<file path="src/rtl/param_csa_resolver.sv">
// ============================================================================
// Module      : param_csa_resolver
// Description : Resolves a carry-save (sum, carry) pair into a binary value,
//               CHUNK bits per clock, with valid/ready handshakes on both
//               sides. result = sum_in + (carry_in << 1), WIDTH+2 bits wide.
// Option      : define CSA_RESOLVE_APPROX_EN to replace the chunk-0 add by a
//               bitwise OR with no carry into chunk 1 (timing unchanged).
// Revision    : 1.0 - initial release
// ============================================================================
`default_nettype none

module param_csa_resolver #(
  parameter int WIDTH = 16,
  parameter int CHUNK = 4
) (
  input  logic               clk,
  input  logic               rst_n,
  input  logic               in_valid,
  output logic               in_ready,
  input  logic [WIDTH-1:0]   sum_in,
  input  logic [WIDTH-1:0]   carry_in,
  output logic               out_valid,
  input  logic               out_ready,
  output logic [WIDTH+1:0]   result,
  output logic               busy
);

  localparam int NCHUNK = WIDTH / CHUNK;
  localparam int CW     = (NCHUNK > 1) ? $clog2(NCHUNK) : 1;
  localparam logic [CW-1:0] LAST_CHUNK = CW'(NCHUNK - 1);

  typedef enum logic [1:0] {
    IDLE = 2'd0,
    RUN  = 2'd1,
    DONE = 2'd2
  } state_t;

  state_t             state;
  state_t             state_nxt;

  // Operands are kept WIDTH+2 wide so the carry vector can sit pre-shifted.
  logic [WIDTH+1:0]   opa;
  logic [WIDTH+1:0]   opb;
  logic [WIDTH+1:0]   res;
  logic [CW-1:0]      cnt;
  logic               carry;

  logic               accept;
  logic               last;
  int                 idx;
  logic [CHUNK-1:0]   a_chunk;
  logic [CHUNK-1:0]   b_chunk;
  logic [CHUNK:0]     chunk_sum;
  logic [1:0]         top_sum;

  // State register.
  always_ff @(posedge clk or negedge rst_n) begin
    if (!rst_n) begin
      state <= IDLE;
    end else begin
      state <= state_nxt;
    end
  end

  // Next-state decode and handshake outputs.
  always_comb begin
    state_nxt = state;
    in_ready  = 1'b0;
    out_valid = 1'b0;
    busy      = 1'b1;
    accept    = 1'b0;
    last      = (cnt == LAST_CHUNK);
    case (state)
      IDLE: begin
        in_ready = 1'b1;
        busy     = 1'b0;
        if (in_valid) begin
          accept    = 1'b1;
          state_nxt = RUN;
        end
      end
      RUN: begin
        if (last) begin
          state_nxt = DONE;
        end
      end
      DONE: begin
        out_valid = 1'b1;
        if (out_ready) begin
          state_nxt = IDLE;
        end
      end
      default: begin
        state_nxt = IDLE;
      end
    endcase
  end

  // Chunk adder: current slice of both operands plus the stored carry.
  always_comb begin
    idx       = int'(cnt) * CHUNK;
    a_chunk   = opa[idx +: CHUNK];
    b_chunk   = opb[idx +: CHUNK];
    chunk_sum = {1'b0, a_chunk} + {1'b0, b_chunk} + {{CHUNK{1'b0}}, carry};
`ifdef CSA_RESOLVE_APPROX_EN
    if (cnt == '0) begin
      chunk_sum = {1'b0, a_chunk | b_chunk};
    end
`else
`endif
    top_sum = opa[WIDTH+1:WIDTH] + opb[WIDTH+1:WIDTH] + {1'b0, chunk_sum[CHUNK]};
  end

  // Operand capture on accept only; chunk-by-chunk result build during RUN.
  always_ff @(posedge clk or negedge rst_n) begin
    if (!rst_n) begin
      opa   <= '0;
      opb   <= '0;
      res   <= '0;
      cnt   <= '0;
      carry <= 1'b0;
    end else if (accept) begin
      opa   <= {2'b00, sum_in};
      opb   <= {1'b0, carry_in, 1'b0};
      cnt   <= '0;
      carry <= 1'b0;
    end else if (state == RUN) begin
      res[idx +: CHUNK] <= chunk_sum[CHUNK-1:0];
      carry             <= chunk_sum[CHUNK];
      if (last) begin
        res[WIDTH+1:WIDTH] <= top_sum;
        cnt                <= '0;
      end else begin
        cnt <= cnt + CW'(1);
      end
    end
  end

  assign result = res;

endmodule

`default_nettype wire

</file>
<file path="config.mk">
export PLATFORM = sky130hd
export DESIGN_NAME = param_csa_resolver
export DESIGN_NICKNAME = d
export VERILOG_FILES = /design/src/rtl/param_csa_resolver.sv
export SDC_FILE = /design/constraint.sdc
export NUM_CORES = 1
export LEC_CHECK = 0
export BUFFER_PORTS_ARGS = -buffer_cell sky130_fd_sc_hd__buf_2
export CAP_MARGIN = 0
export CORE_ASPECT_RATIO = 0.6
export CORE_UTILIZATION = 50
export CTS_BUF_LIST = sky130_fd_sc_hd__clkbuf_4 sky130_fd_sc_hd__clkbuf_8
export CTS_CLUSTER_DIAMETER = 200
export DETAILED_ROUTE_END_ITERATION = 6
export GPL_TIMING_DRIVEN = 0
export PLACE_DENSITY = 0.81
export SKIP_CTS_REPAIR_TIMING = 1
export SYNTH_ARGS = -nofsm -noshare
export SYNTH_HDL_FRONTEND = slang
export SYNTH_SLANG_ARGS = --single-unit
</file>
<file path="constraint.sdc">
create_clock -name clk -period 5.96 [get_ports clk]
set_clock_uncertainty 0.15 [all_clocks]
set_input_delay 1.49 -clock clk [delete_from_list [all_inputs] [get_ports clk]]
set_output_delay 1.49 -clock clk [all_outputs]
set_load 0.03 [all_outputs]
</file>
==> impl_metrics.env <==
export IMPL_min_path_type="flip-flop to flip-flop"
export IMPL_synth_nets=250
export IMPL_portBuffers=56
export IMPL_post_route_cell_area_mm2=0.00322
export IMPL_placed_cells_incl_taps=323
export IMPL_timing_final_crit_period_ns=3.27
export IMPL_drv_max_cap_violation_count=0
export IMPL_yosysTopAreaCellShare=0.498
export IMPL_max_slew_margin_rel=0.205
export IMPL_path_delay_family="adder cells"
export IMPL_worstSkewPairLatency_ns=0.31
export IMPL_grt_pass1_wl_mm=9.18
export IMPL_ys_warn_count=0
export IMPL_pin_count_of_the_biggest_net_entering_global_routing=56
export IMPL_timing_critical_path_from_type="flip-flop"
export IMPL_final_core_utilization=0.622
export IMPL_timing_fmax_mhz=306
export IMPL_die_width_um=98.0
export IMPL_ratio_of_cells_with_drive_above_1_in_the_final_layout=0.434
export IMPL_crit_share_post_route=0.548
export IMPL_area_growth_syn_to_layout_pct=16.7
export IMPL_crit_type="flip-flop to flip-flop"
export IMPL_critical_path_buf_inv_count=2
export IMPL_hold_path_startpoint="result[10]"
export IMPL_worst_endpoint_arrival_ns=3.33
export IMPL_critical_path_fanout_max=10
export IMPL_placeableCoreArea_mm2=0.00518
export IMPL_timing_hold_violations_final=0
export IMPL_die_y_um=59.6
export IMPL_vdd_ir_drop_max_v=0.000283
export IMPL_drt_pre_antenna_iters=6
export IMPL_synthesis_instances=201
export IMPL_static_leakage_power_nw=1.58
export IMPL_layout_common_cells="sky130_fd_sc_hd__buf_2 (58), sky130_fd_sc_hd__dfrtp_1 (55), sky130_fd_sc_hd__mux2_4 (30), sky130_fd_sc_hd__nand2_1 (25), sky130_fd_sc_hd__ha_1 (11)"
export IMPL_worst_hold_path_endpoint="result[10]"
export IMPL_antenna_violations_before_repair=0
export IMPL_cts_inserted_buffers=5
export IMPL_initial_core_util=0.533
export IMPL_post_layout_nonfiller_instances=331
export IMPL_floorplan_die_area_mm2=0.00584
export IMPL_critPathMaxStageDelay_ns=0.57
export IMPL_number_of_sinks_driven_by_the_clock_tree=55
export IMPL_finalSetupViolCount=0
export IMPL_grtUsageTotal=0.211
export IMPL_fillers=421
export IMPL_ordered_cell_list_for_the_critical_path="buf_2 -> mux4_2 -> fa_1 -> inv_1 -> fa_1 -> nor2b_1 -> o21ai_0 -> nand2b_1 -> ha_1 -> a21oi_1 -> a21oi_1"
export IMPL_antenna_diode_count=0
export IMPL_num_nets_final=313
export IMPL_drtAntennaViolNets=0
export IMPL_drt_initial_drc_count=107
export IMPL_clkTransAtPathRegs_ns=0.10
export IMPL_crit_required_ns=6.02
export IMPL_sequential_cell_area_mm2=0.00138
export IMPL_post_dp_cell_area_mm2=0.00313
export IMPL_std_cell_rows=20
export IMPL_outcome="finished, violations left"
export IMPL_root_driver="sky130_fd_sc_hd__clkbuf_8"
export IMPL_multi_input_comb_area_mm2=0.00125
export IMPL_max_slew_vio_count=0
export IMPL_final_common_cell="sky130_fd_sc_hd__buf_2"
export IMPL_min_delay_path_depth=2
export IMPL_synth_lib_cells_used_distinct=32
export IMPL_syn_avg_cell_area_um2=13.7
export IMPL_largest_cells_by_area_after_synthesis="sky130_fd_sc_hd__dfrtp_1 (50%), sky130_fd_sc_hd__mux2_4 (16%), sky130_fd_sc_hd__mux4_2 (5.7%)"
export IMPL_ff2ff_path_depth=11
export IMPL_htree_num_levels=2
export IMPL_r2r_end="result[16]"
export IMPL_drc_errors=2
export IMPL_reg2reg_slack_ns=2.69
export IMPL_route_detailed_vias_per_inst=5.39
export IMPL_synth_area_mm2=0.00276
export IMPL_failed_checks="DRC"
export IMPL_grt_ovfl_total=0
export IMPL_cts_tree="built"
export IMPL_worst_slew_pin_transition_ns=1.19
export IMPL_yosys_reg_bits=55
export IMPL_via_count=1784
export IMPL_gp_congestion=0.791
export IMPL_synth_sequential_area_ratio=0.498
export IMPL_place_detailed_hpwl_mm=3.93
export IMPL_boundaryPins=57
export IMPL_worst_r2r_startpoint="cnt[0]"
export IMPL_worst_setup_path_end_kind="flip-flop"
export IMPL_power_density_mw_per_mm2=639
export IMPL_route_final_wire_length_mm=5.37
export IMPL_grt_pass1_vias=1805
export IMPL_cts_buffer_depth=2
export IMPL_cpMaxStageDelayCell="sky130_fd_sc_hd__mux4_2"
export IMPL_route_detailed_wl_per_inst_um=16.2
export IMPL_synth_top_area_cell="sky130_fd_sc_hd__dfrtp_1"
export IMPL_unrepaired_setup_endpoints_after_global_routing="false"
export IMPL_fin_tns_setup_ns=0
[Yosys cell counts]
| cell | n |
|---|---|
| sky130_fd_sc_hd__inv_2 | 1 |
| sky130_fd_sc_hd__nand2b_1 | 4 |
| sky130_fd_sc_hd__a2bb2oi_1 | 1 |
| sky130_fd_sc_hd__inv_1 | 8 |
| sky130_fd_sc_hd__xor2_1 | 1 |
| sky130_fd_sc_hd__buf_2 | 2 |
| sky130_fd_sc_hd__nand3_1 | 3 |
| sky130_fd_sc_hd__mux4_2 | 7 |
| sky130_fd_sc_hd__or2_4 | 1 |
| sky130_fd_sc_hd__fa_1 | 2 |
| sky130_fd_sc_hd__xnor2_1 | 1 |
| sky130_fd_sc_hd__mux2_2 | 2 |
| sky130_fd_sc_hd__buf_12 | 3 |
| sky130_fd_sc_hd__clkbuf_1 | 2 |
| sky130_fd_sc_hd__nor2_1 | 3 |
| sky130_fd_sc_hd__o21bai_1 | 1 |
| sky130_fd_sc_hd__o31ai_1 | 6 |
| sky130_fd_sc_hd__nor2b_1 | 1 |
| sky130_fd_sc_hd__ha_1 | 11 |
| sky130_fd_sc_hd__o21ai_0 | 8 |
| sky130_fd_sc_hd__nand4_1 | 2 |
| sky130_fd_sc_hd__mux2i_1 | 2 |
| sky130_fd_sc_hd__and2b_2 | 2 |
| sky130_fd_sc_hd__a22o_1 | 3 |
| sky130_fd_sc_hd__a21oi_1 | 4 |
| sky130_fd_sc_hd__mux2_4 | 30 |
| sky130_fd_sc_hd__dfrtp_1 | 55 |
| sky130_fd_sc_hd__and2_4 | 1 |
| sky130_fd_sc_hd__a21o_1 | 1 |
| sky130_fd_sc_hd__buf_6 | 2 |
| sky130_fd_sc_hd__o41ai_1 | 6 |
| sky130_fd_sc_hd__nand2_1 | 25 |
[state kept, by name, summed over array words and instances (netlist names)]
name	cells
carry	1
cnt	2
opa	16
opb	16
result	18
state	2
[through the flow]
step	hold slack, ns	setup WS [ns]	total power [mW]
after floorplan	0.300	3.06	1.53
after global placement	0.307	2.75	1.81
after detailed placement	0.320	2.69	1.84
after CTS	0.342	2.67	2.06
after global routing	0.357	2.47	2.21
final	0.334	2.69	2.06
[cells by family after synthesis]
kind of cell | Yosys count | share of synthesized area
AND/OR/NAND/NOR | 42 | 0.0720
flip-flops | 55 | 0.498
AO/OA/AOI/OAI | 30 | 0.0752
buffers and inverters | 18 | 0.0485
adder cells (fa/ha/maj) | 13 | 0.0643
multiplexers | 41 | 0.236
XOR/XNOR | 2 | 0.00634
[worst reg2reg max path: cells and delay by family (launching register included)]
kind | cells | cell delay (ns)
adders and majority gates | 3 | 0.91
muxes | 1 | 0.57
DFF | 1 | 0.56
buffers and inverters | 2 | 0.44
AOI/OAI and AO/OA | 3 | 0.38
and+or+nand+nor | 2 | 0.17
[per-layer routing]
layer	routed length, um	global-route usage	up-vias
met5	0	0	-
met4	21	0.0260	0
met3	337	0.0590	4
met2	2250	0.324	67
met1	2760	0.309	873
li1	-	-	840
[worst max path at each step]
stage	start	end	slack, ns	depth (start not counted)
detailed placement	cnt[0]	result[16]	2.69	11
finish	cnt[0]	result[16]	2.69	11
CTS	cnt[0]	result[16]	2.67	11
floorplan	cnt[0]	result[16]	3.06	11
global route	cnt[0]	result[16]	2.47	11
global placement	cnt[0]	result[16]	2.75	11
[cell type report]
class | instances | share of cell area
buffer | 9 | 0.0310
clock inverter | 2 | 0.00504
clock buffer | 6 | 0.0256
sequential | 55 | 0.427
multi-input combinational | 128 | 0.388
inverter | 9 | 0.0105
timing repair buffer | 56 | 0.0869
tap | 66 | 0.0256
[power breakdown]
group | total [mW] | switching, mW | internal (mW)
Clock | 0.217 | 0.122 | 0.0951
Combinational | 1.19 | 0.637 | 0.549
Sequential | 0.656 | 0.114 | 0.543
Total | 2.06 | 0.872 | 1.19
(Power assumes the default switching activity.)
